--- src/rtl/pixel_fetch_pkg.sv ---
// Shared constants, types and address helper for the framebuffer line fetcher.
package pixel_fetch_pkg;

  localparam int H_ACTIVE_PIXELS = 1280;
  localparam int WORDS_PER_LINE  = H_ACTIVE_PIXELS / 2;
  localparam int FB_AW           = 24;
  localparam int WCNT_W          = 10;

  typedef logic [FB_AW-1:0] fb_addr_t;

  typedef enum logic [1:0] {
    IDLE  = 2'd0,
    FETCH = 2'd1,
    WAIT  = 2'd2,
    DRAIN = 2'd3
  } fetch_state_e;

  // base + y*640 as two shifts; the sum wraps naturally at 24 bits
  function automatic fb_addr_t line_base(fb_addr_t base, logic [15:0] y);
    fb_addr_t yy;
    yy = fb_addr_t'(y);
    return base + (yy << 9) + (yy << 7);
  endfunction

endpackage

--- src/rtl/pixel_fetch_if.sv ---
// Word-read memory port: one request held until a single-cycle acknowledge.
interface pixel_fetch_if;
  import pixel_fetch_pkg::*;

  logic        mem_req;
  fb_addr_t    mem_addr;
  logic        mem_ack;
  logic [31:0] mem_data;

  modport master (output mem_req, mem_addr, input mem_ack, mem_data);
  modport slave  (input mem_req, mem_addr, output mem_ack, mem_data);
endinterface

--- src/rtl/pixel_fetch_fifo.sv ---
// Synchronous word FIFO with flush; head is the oldest entry (show-ahead).
module pixel_fifo #(
  parameter  int DEPTH = 16,
  parameter  int WIDTH = 32,
  localparam int AW    = $clog2(DEPTH)
) (
  input  logic             clk,
  input  logic             reset,
  input  logic             push,
  input  logic             pop,
  input  logic             flush,
  input  logic [WIDTH-1:0] din,
  output logic [WIDTH-1:0] head,
  output logic [AW:0]      count,
  output logic             full,
  output logic             empty
);

  localparam logic [AW-1:0] PTR_ONE = AW'(1);
  localparam logic [AW:0]   CNT_MAX = (AW+1)'(DEPTH);

  logic [WIDTH-1:0] mem [DEPTH];
  logic [AW-1:0]    rd_ptr, wr_ptr;
  logic             do_push, do_pop;

  // flush wins over anything arriving in the same cycle
  assign do_push = push & ~full & ~flush;
  assign do_pop  = pop & ~empty & ~flush;
  assign full    = (count == CNT_MAX);
  assign empty   = (count == '0);
  assign head    = mem[rd_ptr];

  always_ff @(posedge clk or negedge reset) begin
    if (!reset) begin
      rd_ptr <= '0;
      wr_ptr <= '0;
      count  <= '0;
    end else if (flush) begin
      rd_ptr <= '0;
      wr_ptr <= '0;
      count  <= '0;
    end else begin
      if (do_push) wr_ptr <= wr_ptr + PTR_ONE;
      if (do_pop)  rd_ptr <= rd_ptr + PTR_ONE;
      count <= count + (AW+1)'(do_push) - (AW+1)'(do_pop);
    end
  end

  always_ff @(posedge clk) begin
    if (do_push) mem[wr_ptr] <= din;
  end

endmodule

--- src/rtl/pixel_fetch.sv ---
// Fetches one framebuffer line per hprep edge into a word FIFO and streams
// RGB565 pixels (two per word) aligned one clock behind the timing inputs.
module pixel_fetch
  import pixel_fetch_pkg::*;
#(
  parameter fb_addr_t FB_BASE    = 24'h000000,
  parameter int       FIFO_DEPTH = 16
) (
  input  logic          clk,
  input  logic          reset,
  input  logic [15:0]   x,
  input  logic [15:0]   y,
  input  logic          hsync,
  input  logic          vsync,
  input  logic          hprep,
  input  logic          vprep,
  input  logic          visible,
  pixel_fetch_if.master mem,
  output logic [15:0]   pix_rgb,
  output logic          out_hsync,
  output logic          out_vsync,
  output logic          out_de,
  output logic          underflow
);

  localparam int                AW        = $clog2(FIFO_DEPTH);
  localparam logic [AW+1:0]     DEPTH_C   = (AW+2)'(FIFO_DEPTH);
  localparam logic [AW+1:0]     CNT_ONE   = (AW+2)'(1);
  localparam logic [WCNT_W-1:0] WORDS     = WCNT_W'(WORDS_PER_LINE);
  localparam logic [WCNT_W-1:0] LAST_WORD = WCNT_W'(WORDS_PER_LINE - 1);

  fetch_state_e      state;
  logic [WCNT_W-1:0] wcnt;
  fb_addr_t          line_addr;
  logic              hprep_q, hprep_rise;
  logic              push, pop, flush, can_issue;
  logic [31:0]       head;
  logic [AW:0]       fifo_count;
  logic              fifo_full, fifo_empty;
  logic              unused_in;

  assign unused_in  = ^{vprep, x[15:1], fifo_full};
  assign hprep_rise = hprep & ~hprep_q;
  assign flush      = hprep_rise;
  assign push       = (state == WAIT) & mem.mem_ack & ~hprep_rise;
  assign pop        = visible & x[0] & ~fifo_empty;
  // only one request can be in flight, so the slot it will fill is fifo_count+1
  assign can_issue  = (({1'b0, fifo_count} + CNT_ONE) <= DEPTH_C) && (wcnt < WORDS);

  pixel_fifo #(.DEPTH(FIFO_DEPTH), .WIDTH(32)) u_fifo (
    .clk   (clk),
    .reset (reset),
    .push  (push),
    .pop   (pop),
    .flush (flush),
    .din   (mem.mem_data),
    .head  (head),
    .count (fifo_count),
    .full  (fifo_full),
    .empty (fifo_empty)
  );

  always_ff @(posedge clk or negedge reset) begin
    if (!reset) begin
      state        <= IDLE;
      wcnt         <= '0;
      line_addr    <= '0;
      hprep_q      <= 1'b0;
      mem.mem_req  <= 1'b0;
      mem.mem_addr <= '0;
    end else begin
      hprep_q <= hprep;
      if (hprep_rise) begin
        wcnt      <= '0;
        line_addr <= line_base(FB_BASE, y);
        // a request still in flight must be retired before the new line starts
        if ((state == WAIT || state == DRAIN) && !mem.mem_ack) begin
          state <= DRAIN;
        end else begin
          state       <= FETCH;
          mem.mem_req <= 1'b0;
        end
      end else begin
        case (state)
          IDLE: ;
          FETCH:
            if (can_issue) begin
              mem.mem_req  <= 1'b1;
              mem.mem_addr <= line_addr + fb_addr_t'(wcnt);
              state        <= WAIT;
            end
          WAIT:
            if (mem.mem_ack) begin
              mem.mem_req <= 1'b0;
              wcnt        <= wcnt + WCNT_W'(1);
              state       <= (wcnt == LAST_WORD) ? IDLE : FETCH;
            end
          DRAIN:
            if (mem.mem_ack) begin
              mem.mem_req <= 1'b0;
              wcnt        <= '0;
              state       <= FETCH;
            end
        endcase
      end
    end
  end

  always_ff @(posedge clk or negedge reset) begin
    if (!reset) begin
      pix_rgb   <= '0;
      out_hsync <= 1'b0;
      out_vsync <= 1'b0;
      out_de    <= 1'b0;
      underflow <= 1'b0;
    end else begin
      out_hsync <= hsync;
      out_vsync <= vsync;
      out_de    <= visible;
      if (visible && !fifo_empty) pix_rgb <= x[0] ? head[31:16] : head[15:0];
      else                        pix_rgb <= '0;
      if (visible && fifo_empty) underflow <= 1'b1;
    end
  end

endmodule

--- src/flat_wrapper.sv ---
// flat-port wrapper written by rule: the top's interface ports become plain ports
module pixel_fetch_flat import pixel_fetch_pkg::*;
#(
  parameter fb_addr_t FB_BASE    = 24'h000000,
  parameter int       FIFO_DEPTH = 16
)
  (clk, reset, x, y, hsync, vsync, hprep, vprep, visible, pix_rgb, out_hsync, out_vsync, out_de, underflow, mem_mem_req, mem_mem_addr, mem_mem_ack, mem_mem_data);
  pixel_fetch_if mem_i ();
  input  logic clk;
  input  logic reset;
  input  logic [15:0] x;
  input  logic [15:0] y;
  input  logic hsync;
  input  logic vsync;
  input  logic hprep;
  input  logic vprep;
  input  logic visible;
  output logic [15:0] pix_rgb;
  output logic out_hsync;
  output logic out_vsync;
  output logic out_de;
  output logic underflow;
  output wire logic [$bits(mem_i.mem_req)-1:0] mem_mem_req;
  output wire logic [$bits(mem_i.mem_addr)-1:0] mem_mem_addr;
  input wire logic [$bits(mem_i.mem_ack)-1:0] mem_mem_ack;
  input wire logic [$bits(mem_i.mem_data)-1:0] mem_mem_data;
  assign mem_mem_req = mem_i.mem_req;
  assign mem_mem_addr = mem_i.mem_addr;
  assign mem_i.mem_ack = mem_mem_ack;
  assign mem_i.mem_data = mem_mem_data;
  pixel_fetch #(.FB_BASE(FB_BASE), .FIFO_DEPTH(FIFO_DEPTH)) u_core (.clk(clk), .reset(reset), .x(x), .y(y), .hsync(hsync), .vsync(vsync), .hprep(hprep), .vprep(vprep), .visible(visible), .mem(mem_i), .pix_rgb(pix_rgb), .out_hsync(out_hsync), .out_vsync(out_vsync), .out_de(out_de), .underflow(underflow));
endmodule
--- config.mk ---
export PLATFORM = sky130hd
export DESIGN_NAME = pixel_fetch_flat
export DESIGN_NICKNAME = d
export VERILOG_FILES = /design/src/rtl/pixel_fetch_pkg.sv /design/src/rtl/pixel_fetch_if.sv /design/src/rtl/pixel_fetch_fifo.sv /design/src/rtl/pixel_fetch.sv /design/src/flat_wrapper.sv
export SDC_FILE = /design/constraint.sdc
export NUM_CORES = 1
export LEC_CHECK = 0
export CAP_MARGIN = 25
export CORE_MARGIN = 3
export CORE_UTILIZATION = 60
export DETAILED_ROUTE_END_ITERATION = 12
export PLACE_DENSITY = 0.88
export SYNTH_ARGS = -nofsm -noshare
export SYNTH_HDL_FRONTEND = slang
export SYNTH_SLANG_ARGS = --single-unit
--- constraint.sdc ---
create_clock -name clk -period 14.4 [get_ports clk]
set_input_delay 2.16 -clock clk [delete_from_list [all_inputs] [get_ports clk]]
set_output_delay 2.16 -clock clk [all_outputs]
set_load 0.01 [all_outputs]
=== Yosys cells after proc, flatten, opt, wreduce, memory -nomap -nowiden ===
Memories as Yosys holds them, arrays and structs flattened.
Cells that the tools add are included.

* Latch bits: 0
* Bits in registers: 95
* Input port bits: 72
* Logic and storage cells: 91
* Memory bits (read-only): 0
* Memories kept: 1
* Memory bits (writable): 512

* Div/mod/pow operators: 0
* Shift operators: 0
* Add/subtract/negate cells: 8
* Equality and inequality tests: 10
* Reductions and logical operators: 18
* Bitwise gates (word level): 13
* Multipliers: 0
* Muxes and demuxes: 25
* Order comparisons: 2

{| class="wikitable"
|+ Memory list
! memory !! depth !! width !! rd ports !! clocked after Yosys merged registers in !! wr ports !! RTL line !! text
|-
| u_core.u_fifo.mem || 16 || 32 || 1 || 0 || 1 || pixel_fetch_fifo.sv:22 || <nowiki>logic [WIDTH-1:0] mem [DEPTH];</nowiki>
|}

{| class="wikitable"
|+ Operator list
! cell !! number
|-
| 16-bit 2-to-1 mux || 2
|-
| 10-bit 2-to-1 mux || 3
|-
| 24-bit by 10-bit adder with 24-bit output || 1
|-
| 24-bit by 23-bit adder with 24-bit output || 1
|-
| 10-bit case mux with 2 select lines || 1
|-
| 4-bit 2-to-1 mux || 4
|-
| 10-bit by 1-bit adder with 10-bit output, second input constant || 1
|-
| 10-bit == test, second input constant || 1
|-
| 10-bit less-than comparator, second input constant || 1
|-
| 2-bit 2-to-1 mux || 5
|-
| 1-bit AND || 9
|-
| 4-bit by 1-bit adder with 4-bit output, second input constant || 2
|-
| 4-bit AND reduction || 2
|-
| 1-bit 2-to-1 mux || 7
|-
| 5-bit by 1-bit adder with 6-bit output, second input constant || 1
|-
| 6-bit by 5-bit <= comparator with 1-bit output, second input constant || 1
|-
| 3-bit by 1-bit != test with 1-bit output, second input constant || 2
|-
| 3-bit by 2-bit != test with 1-bit output, second input constant || 2
|-
| 2-bit case mux with 3 select lines || 1
|-
| 3-bit AND reduction || 2
|-
| 3-bit nonzero test || 2
|-
| 5-bit by 1-bit adder with 5-bit output || 1
|-
| 5-bit == test, second input constant || 1
|-
| 5-bit zero test || 1
|-
| other kinds (13) || 22
|}

=== Depth between registers and ports, before layout ===
Gate-level depths: netlist of the first run.

* Depth after elaboration: 9
* Mapped depth: 16
* Mapped depth without buffers: 15

=== By module ===
Synthesis of the first run repeated with hierarchy kept, for this count alone.

* Cell total of the unflattened synthesis: 1,451
* Area, all modules: 24,453.5 µm²

{| class="wikitable"
|+ By module, submodules not included
! module !! area each (µm²) !! instances !! cells each
|-
| pixel_fifo || 20,488.4 || 1 || 1,026
|-
| pixel_fetch || 3,965.1 || 1 || 425
|}

=== Least setup slack after synthesis of the first run ===
No wires, ideal clock.

* Path kind: input-to-reg
* Start point: input hprep
* End point: memory u_core.u_fifo.mem[3][0], enable pin
* Stages on the path: 6
* Data arrival time: 5.980 ns
* Buffers on the path: 2
* Required time: 13.899 ns
* Setup slack: 7.919 ns
* Path through: nand2b_1 -> clkbuf_1 -> and3_1 -> clkbuf_1 -> inv_2 -> nor4_1

* Cells in the longest elaborated chain, start to end: 7

{| class="wikitable"
|+ RTL lines
! what !! RTL line !! text
|-
| start, declared || flat_wrapper.sv:15 || <nowiki>input logic hprep;</nowiki>
|-
| 1-bit AND (*) || pixel_fetch.sv:43 || <nowiki>assign hprep_rise = hprep & ~hprep_q;</nowiki>
|-
| 1-bit inverter (*) || pixel_fetch_fifo.sv:27, pixel_fetch.sv:45 ||
|-
| 1-bit AND || pixel_fetch.sv:45 || <nowiki>assign push = (state == WAIT) & mem.mem_ack & ~hprep_rise;</nowiki>
|-
| 1-bit AND || pixel_fetch_fifo.sv:27 || <nowiki>assign do_push = push & ~full & ~flush;</nowiki>
|-
| 1-bit AND (*) || pixel_fetch_fifo.sv:27 ||
|-
| 1-bit 2-to-1 mux (*) || pixel_fetch_fifo.sv:50 || <nowiki>if (do_push) mem[wr_ptr] <= din;</nowiki>
|-
| 1-bit 2-to-1 mux (not written as such) (*) || pixel_fetch_fifo.sv:50 ||
|-
| end, declared || pixel_fetch_fifo.sv:22 ||
|}

Mark *: on every way between the ends. The rest lies on a longest branch, timed or not.

=== Worst setup path after layout of the first run ===
* Start point: input mem_mem_ack
* End point: memory u_core.u_fifo.mem[11][20], enable pin

* Cells in the longest elaborated chain, start to end: 6

{| class="wikitable"
|+ RTL lines
! what !! RTL line !! text
|-
| start, declared || flat_wrapper.sv:25 || <nowiki>input wire logic [$bits(mem_i.mem_ack)-1:0] mem_mem_ack;</nowiki>
|-
| 1-bit AND (2 in series) || pixel_fetch.sv:45 ||
|-
| 1-bit AND (2 in series) || pixel_fetch_fifo.sv:27 ||
|-
| 1-bit 2-to-1 mux || pixel_fetch_fifo.sv:50 ||
|-
| 1-bit 2-to-1 mux (not written as such) || pixel_fetch_fifo.sv:50 ||
|}

Every way passes these cells.

==> results of run 1 <==
worst reg2reg max path, delay by kind of cell, from the launching register on:
kind | cells | cell delay (ns)
AO/OA/AOI/OAI | 1 | 0.15
buffers and inverters | 3 | 1.66
flip-flops | 1 | 0.74
multiplexers | 2 | 0.98
power by group through the flow:
stage	clock network [mW]	registers, mW	logic, mW
after global routing	1.57	2.07	1.09
final	1.49	2.06	1.02
after floorplan	0	2.06	0.715
after detailed placement	0	2.10	0.992
after CTS	1.50	2.06	1.02
after global placement	0	2.09	0.951
through the flow:
stage               utilization [%]  std cells  total power [mW]  setup WS, ns
CTS                           70.64       1921             4.588         9.455
floorplan                         -       1226             2.775         7.919
detailed placement            65.94       1817             3.088         8.977
finish                        70.70       1924             4.562         9.598
global route                  70.70       1924             4.727         9.497
global placement              65.72       1813             3.043         9.071
layout make-up:
type | instances | area, um^2 | area share (%)
diodes | 2 | 5.005 | 0.01815
flip-flops and latches | 600 | 17590 | 63.78
inverters | 57 | 214.0 | 0.7759
multi-input cells | 513 | 5987 | 21.71
clock buffers | 80 | 1553 | 5.631
clock inverters | 24 | 281.5 | 1.021
repair buffers | 130 | 1301 | 4.719
well taps | 518 | 648.1 | 2.350
final timing paths:
kind	to	slack, ns
max	u_core.u_fifo.mem[11][20]	9.60
min	u_core.mem.mem_addr[17]	0.48
max reg2reg	u_core.pix_rgb[1]	10.69
min reg2reg	u_core.mem.mem_addr[17]	0.48
max in group asynchronous	u_core.line_addr[23]	12.31
min in group asynchronous	u_core.out_hsync	1.43
cell usage after synthesis (5+ instances only):
cell type / count / area [um^2]
xnor2_1: 12 / 105.1
mux2_1: 8 / 90.09
and2_1: 6 / 37.54
dfrtp_1: 88 / 2202
o22ai_1: 16 / 100.1
ha_1: 32 / 400.4
xor2_1: 26 / 227.7
clkbuf_1: 36 / 135.1
o21ai_1: 34 / 170.2
mux4_2: 160 / 3603
inv_1: 54 / 202.7
a21oi_1: 21 / 105.1
buf_2: 6 / 30.03
a31oi_1: 5 / 31.28
nor2_1: 35 / 131.4
nor3_1: 6 / 30.03
buf_4: 10 / 75.07
nor2b_1: 7 / 43.79
nand2_1: 61 / 229.0
nand3_1: 17 / 85.08
a21o_1: 5 / 37.54
nand4_1: 11 / 68.82
edfxtp_1: 512 / 15370
and3_1: 8 / 50.05
sequential cells by signal, indices dropped and copies added, names as in the netlist, 4 cells and up:
register / cells
u_core.line_addr: 17
u_core.u_fifo.mem: 512
u_core.u_fifo.count: 5
u_core.pix_rgb: 16
u_core.u_fifo.rd_ptr: 4
u_core.u_fifo.wr_ptr: 4
u_core.wcnt: 10
u_core.mem.mem_addr: 24
routing by layer:
| layer | GRT usage (%) | part of all wire (%) | vias up |
|---|---|---|---|
| li1 | - | - | 5149 |
| met1 | 36.94 | 36 | 6550 |
| met2 | 46.40 | 51 | 812 |
| met3 | 5.458 | 8.9 | 163 |
| met4 | 10.72 | 3.6 | 4 |
| met5 | 0 | 0.046 | - |
cells by family after synthesis:
family,synth area share [%]
compound gates,2.482
xor+xnor,1.390
fa+ha+maj,1.922
buf+inv,1.959
flops,73.39
mux,15.51
simple gates,3.354
==> flow_summary.ini, run 1 <==
[timing]
period_needed_ns = 4.802
max_freq_mhz = 208.2
hold-worst-slack_ns = 0.4805
setup_violations = 0
grt_setup_unrepaired = false
slew_viol_final = 0
final_hold_viol_count = 0
skew_ns = 0.03123
post-route-period-util_pct = 33.35
tns_ns = 0
max_slew_margin_pct = 38.39
worst_pin_slew_ns = 0.9214

[drt]
ant_nets = 0
wl_per_cell_um = 29.66
dr.pass1.iters = 5
drc = 0
finalWirelength_um = 57070
drt-initial-drc-count = 1542
viasPerCell = 6.589
vias = 12680

[clock_tree]
cts_buffers = 57
cts.sinks = 600
clockBufferDepth = 3
htreeDepth = 2
cts_setup_buffers = 0
clk_latency_ns = 0.63
clk_pin_slew_ns = 0.06
post_cts_resize_count = 0
cts_tree = yes
hold_buffers = 0
cts.root.buffer_cell = clkbuf_16

[power_and_ir_drop]
seq_power_share_pct = 45.1
combPwrFrac_pct = 22.3
internal_power_mw = 3.335
p_leak_nw = 9.287
switchingPower_mw = 1.226
ir_drop_uv = 144.2
p_per_area_nw_per_um2 = 165.4
power_frac_clock_pct = 32.6
swShare_pct = 26.88

[setup_path]
path_max_fanout = 22
cp_slowest_stage_delay_ns = 0.51
cp_data_required_time_ns = 14.66
reg2reg_from = u_core.u_fifo.rd_ptr[1]
critPathSlowestCell = clkdlybuf4s50_1
critPathArrivalTime_ns = 5.06
critPathKind = input pin to flip-flop
crit_start = mem_mem_ack
rr_worst_depth = 6
worst_setup_path_end_kind = flip-flop
path_depth = 9
start_kind = input pin
crit_family = simple AND/OR/NAND/NOR gates
cp_num_buf_inv = 3
path_cells = clkdlybuf4s50_1 -> nand2_1 -> nor2_1 -> and3_1 -> inv_2 -> nor2_1 -> nand2_1 -> nor2_4 -> buf_4

[grt]
grt_pass1_vias = 13110
grt_first_pass_wirelength_um = 84930
antenna_found_initial = 4
grt_max_degree = 105
grt_use_total_pct = 27.81
overflow = 0

[layout]
fillers = 2164
final_common_cell = edfxtp_1
layout.nets = 1466
mostFrequentLayoutCells = edfxtp_1, mux4_2, clkdlybuf4s50_1
area_delta_synth_final_pct = 15.14
drive_above_1_share_pct = 20.87
design_area_um2 = 27580

[placement]
portBuffers = 100
placed_area_um2 = 25720
dpl.hpwl_um = 30400
place.gp.congestion = 0.8308

[synthesis]
syn_nets = 1333
ys_ff_latch = 600
synth_ff_type = edfxtp_1
ys_seq_area_share_pct = 73.39
ys_warn_count = 0
syn_area_um2 = 23950
synthCells = 1226
ys_types = 46
synth-edff-count = 512
avgSynthCellArea_um2 = 19.54
ys_async_sr_fraction_pct = 14.67

[die]
dieArea_um2 = 42350
rows = 72
chipWidth_um = 205.8
initial_core_util_pct = 61.40
core-area_um2 = 39010
design.portCount = 117
die_y_um = 205.8

[min_path]
hold_start = u_core.mem.mem_addr[17]
min_path_cells = 2
hp-class = flip-flop to flip-flop

[status]
status = finished, final reports clean

[run]
maxCapViolCount = 0
Note: power is estimated with default switching activity, not from simulation.
==> run 2: changes to the inputs <==
Settings changed: CORE_UTILIZATION 60 to 54, PLACE_DENSITY 0.88 to 0.85.
Clock period 14.4 ns to 3.95 ns, I/O delays scaled along.
==> run 2 against run 1 <==
Utilization fell by 6.3 points. Flip-flop and latch count stayed put. Clock power grew to 3.8 times the previous value. Via count fell by 1.1%. Sequential power rose to 3.7 times the previous value. Non-clock buffer count is 6 higher. Critical endpoint is now u_core.u_fifo.count[4]. Largest cell class unchanged.
==> flow_summary.ini, run 2 (synthesized netlist as in run 1, its figures left out) <==
[setup_path]
critPathArrivalTime_ns = 3.42
crit_start = u_core.u_fifo.count[2]
critPathSlowestCell = dfrtp_1
reg2reg_from = u_core.u_fifo.count[2]
path_cells = inv_1 -> ha_1 -> nand3_1 -> and3_1 -> inv_2 -> ha_1 -> inv_1 -> ha_1 -> inv_1 -> fa_1 -> inv_1 -> a21oi_1 -> nor2_1 -> or3_1 -> a21oi_1
cp_data_required_time_ns = 4.48
start_kind = flip-flop
cp_slowest_stage_delay_ns = 0.45
crit_path_frequent_cell = inv_1
cp_num_buf_inv = 5
critPathKind = flip-flop to flip-flop
worst_setup_path_end_kind = flip-flop
crit_family = adder cells
path_max_fanout = 9

[min_path]
hp-class = input pin to asynchronous set/reset pin

[grt]
grt_pass1_vias = 13100
overflow = 0
grt_first_pass_wirelength_um = 86950
antenna_found_initial = 4
grtUsageMet1_pct = 32.69
grt_util_met2_pct = 43.49
busiest_layer = met2
grt_util_met3_pct = 4.389
grt_use_total_pct = 25.37
grt_max_degree = 66

[layout]
mostFrequentLayoutCells = edfxtp_1, mux4_2, clkdlybuf4s50_1
drive_above_1_share_pct = 22.10
area_delta_synth_final_pct = 16.77
largest_register_ffs = 512
largest-register = u_core.u_fifo.mem
design_area_um2 = 27970
layout.nets = 1471
final_common_cell = edfxtp_1
reg_top3 = u_core.u_fifo.mem x512, u_core.mem.mem_addr x24, u_core.line_addr x17

[timing]
final_hold_viol_count = 0
slew_viol_final = 0
tns_ns = 0
post-route-period-util_pct = 73.22
setup_violations = 0
skew_ns = 0.04247
max_freq_mhz = 345.8
grt_setup_unrepaired = false
worst_pin_slew_ns = 0.9042
hold-worst-slack_ns = 0.1165
max_slew_margin_pct = 39.72
period_needed_ns = 2.892

[status]
status = finished, final reports clean

[clock_tree]
htreeDepth = 2
cts_buffers = 56
post_cts_resize_count = 0
hold_buffers = 0
clockBufferDepth = 3
clk_pin_slew_ns = 0.06
clk_latency_ns = 0.65
cts.sinks = 600
cts.root.buffer_cell = clkbuf_16
cts_setup_buffers = 0
cts_tree = yes

[drt]
ant_nets = 0
dr.pass1.iters = 5
drc = 0
finalWirelength_um = 58000
drt-initial-drc-count = 1550
wl_per_cell_um = 29.02
vias = 12540
viasPerCell = 6.275

[die]
die_y_um = 216.6
core-area_um2 = 43460
design.portCount = 117
chipWidth_um = 216.6
dieArea_um2 = 46920
rows = 76
initial_core_util_pct = 55.11

[placement]
portBuffers = 100
dpl.hpwl_um = 30050
place.gp.congestion = 0.7984
placed_area_um2 = 25980

[power_and_ir_drop]
p_leak_nw = 9.405
ir_drop_uv = 389.8
p_per_area_nw_per_um2 = 616.7
total_power_mw = 17.25

[run]
maxCapViolCount = 0
run 2: changes by cell type in the layout (fill, tap and decap cells not counted), moves of 2 or more:
cell	previous run	this run
buf_4	25	20
clkinv_4	0	2
clkbuf_1	19	7
bufinv_16	5	8
buf_12	4	17
clkinvlp_4	1	4
clkinv_2	10	16
run 2: final cells by class:
class | instances | area, um^2
multi-input cells | 513 | 5987
well taps | 585 | 732.0
clock inverters | 39 | 466.7
repair buffers | 136 | 1481
fillers | 2767 | 15490
flip-flops and latches | 600 | 17590
clock buffers | 67 | 1494
inverters | 57 | 214.0
diodes | 2 | 5.005
run 2: worst paths after layout:
path,to,cells after the start,slack [ns]
max,u_core.u_fifo.count[4],15,1.06
min,u_core.u_fifo.rd_ptr[1],1,0.12
max reg2reg,u_core.u_fifo.count[4],15,1.06
min reg2reg,u_core.mem.mem_addr[20],2,0.48
max in group asynchronous,u_core.mem.mem_addr[16],2,2.99
min in group clk,u_core.out_hsync,1,0.42
run 2: stage by stage:
step	worst slack [ns]	utilization (%)	cells
2_1_floorplan	-0.9635	-	1226
3_3_place_gp	0.5874	59.79	1890
3_5_place_dp	0.5727	59.79	1890
4_1_cts	1.066	64.30	1996
5_1_grt	0.8545	64.36	1999
6_report	1.058	64.36	1999
run 2: power breakdown:
part / internal, mW / switching [mW]
sequential: 7.17 / 0.372
clock: 3.25 / 2.44
combinational: 2.09 / 1.92
total: 12.5 / 4.73
run 2: layer usage:
metal	vias up	share of wire [%]
met5	-	0.022
met4	2	3.4
met3	118	7.8
met2	708	53
met1	6542	36
li1	5174	-
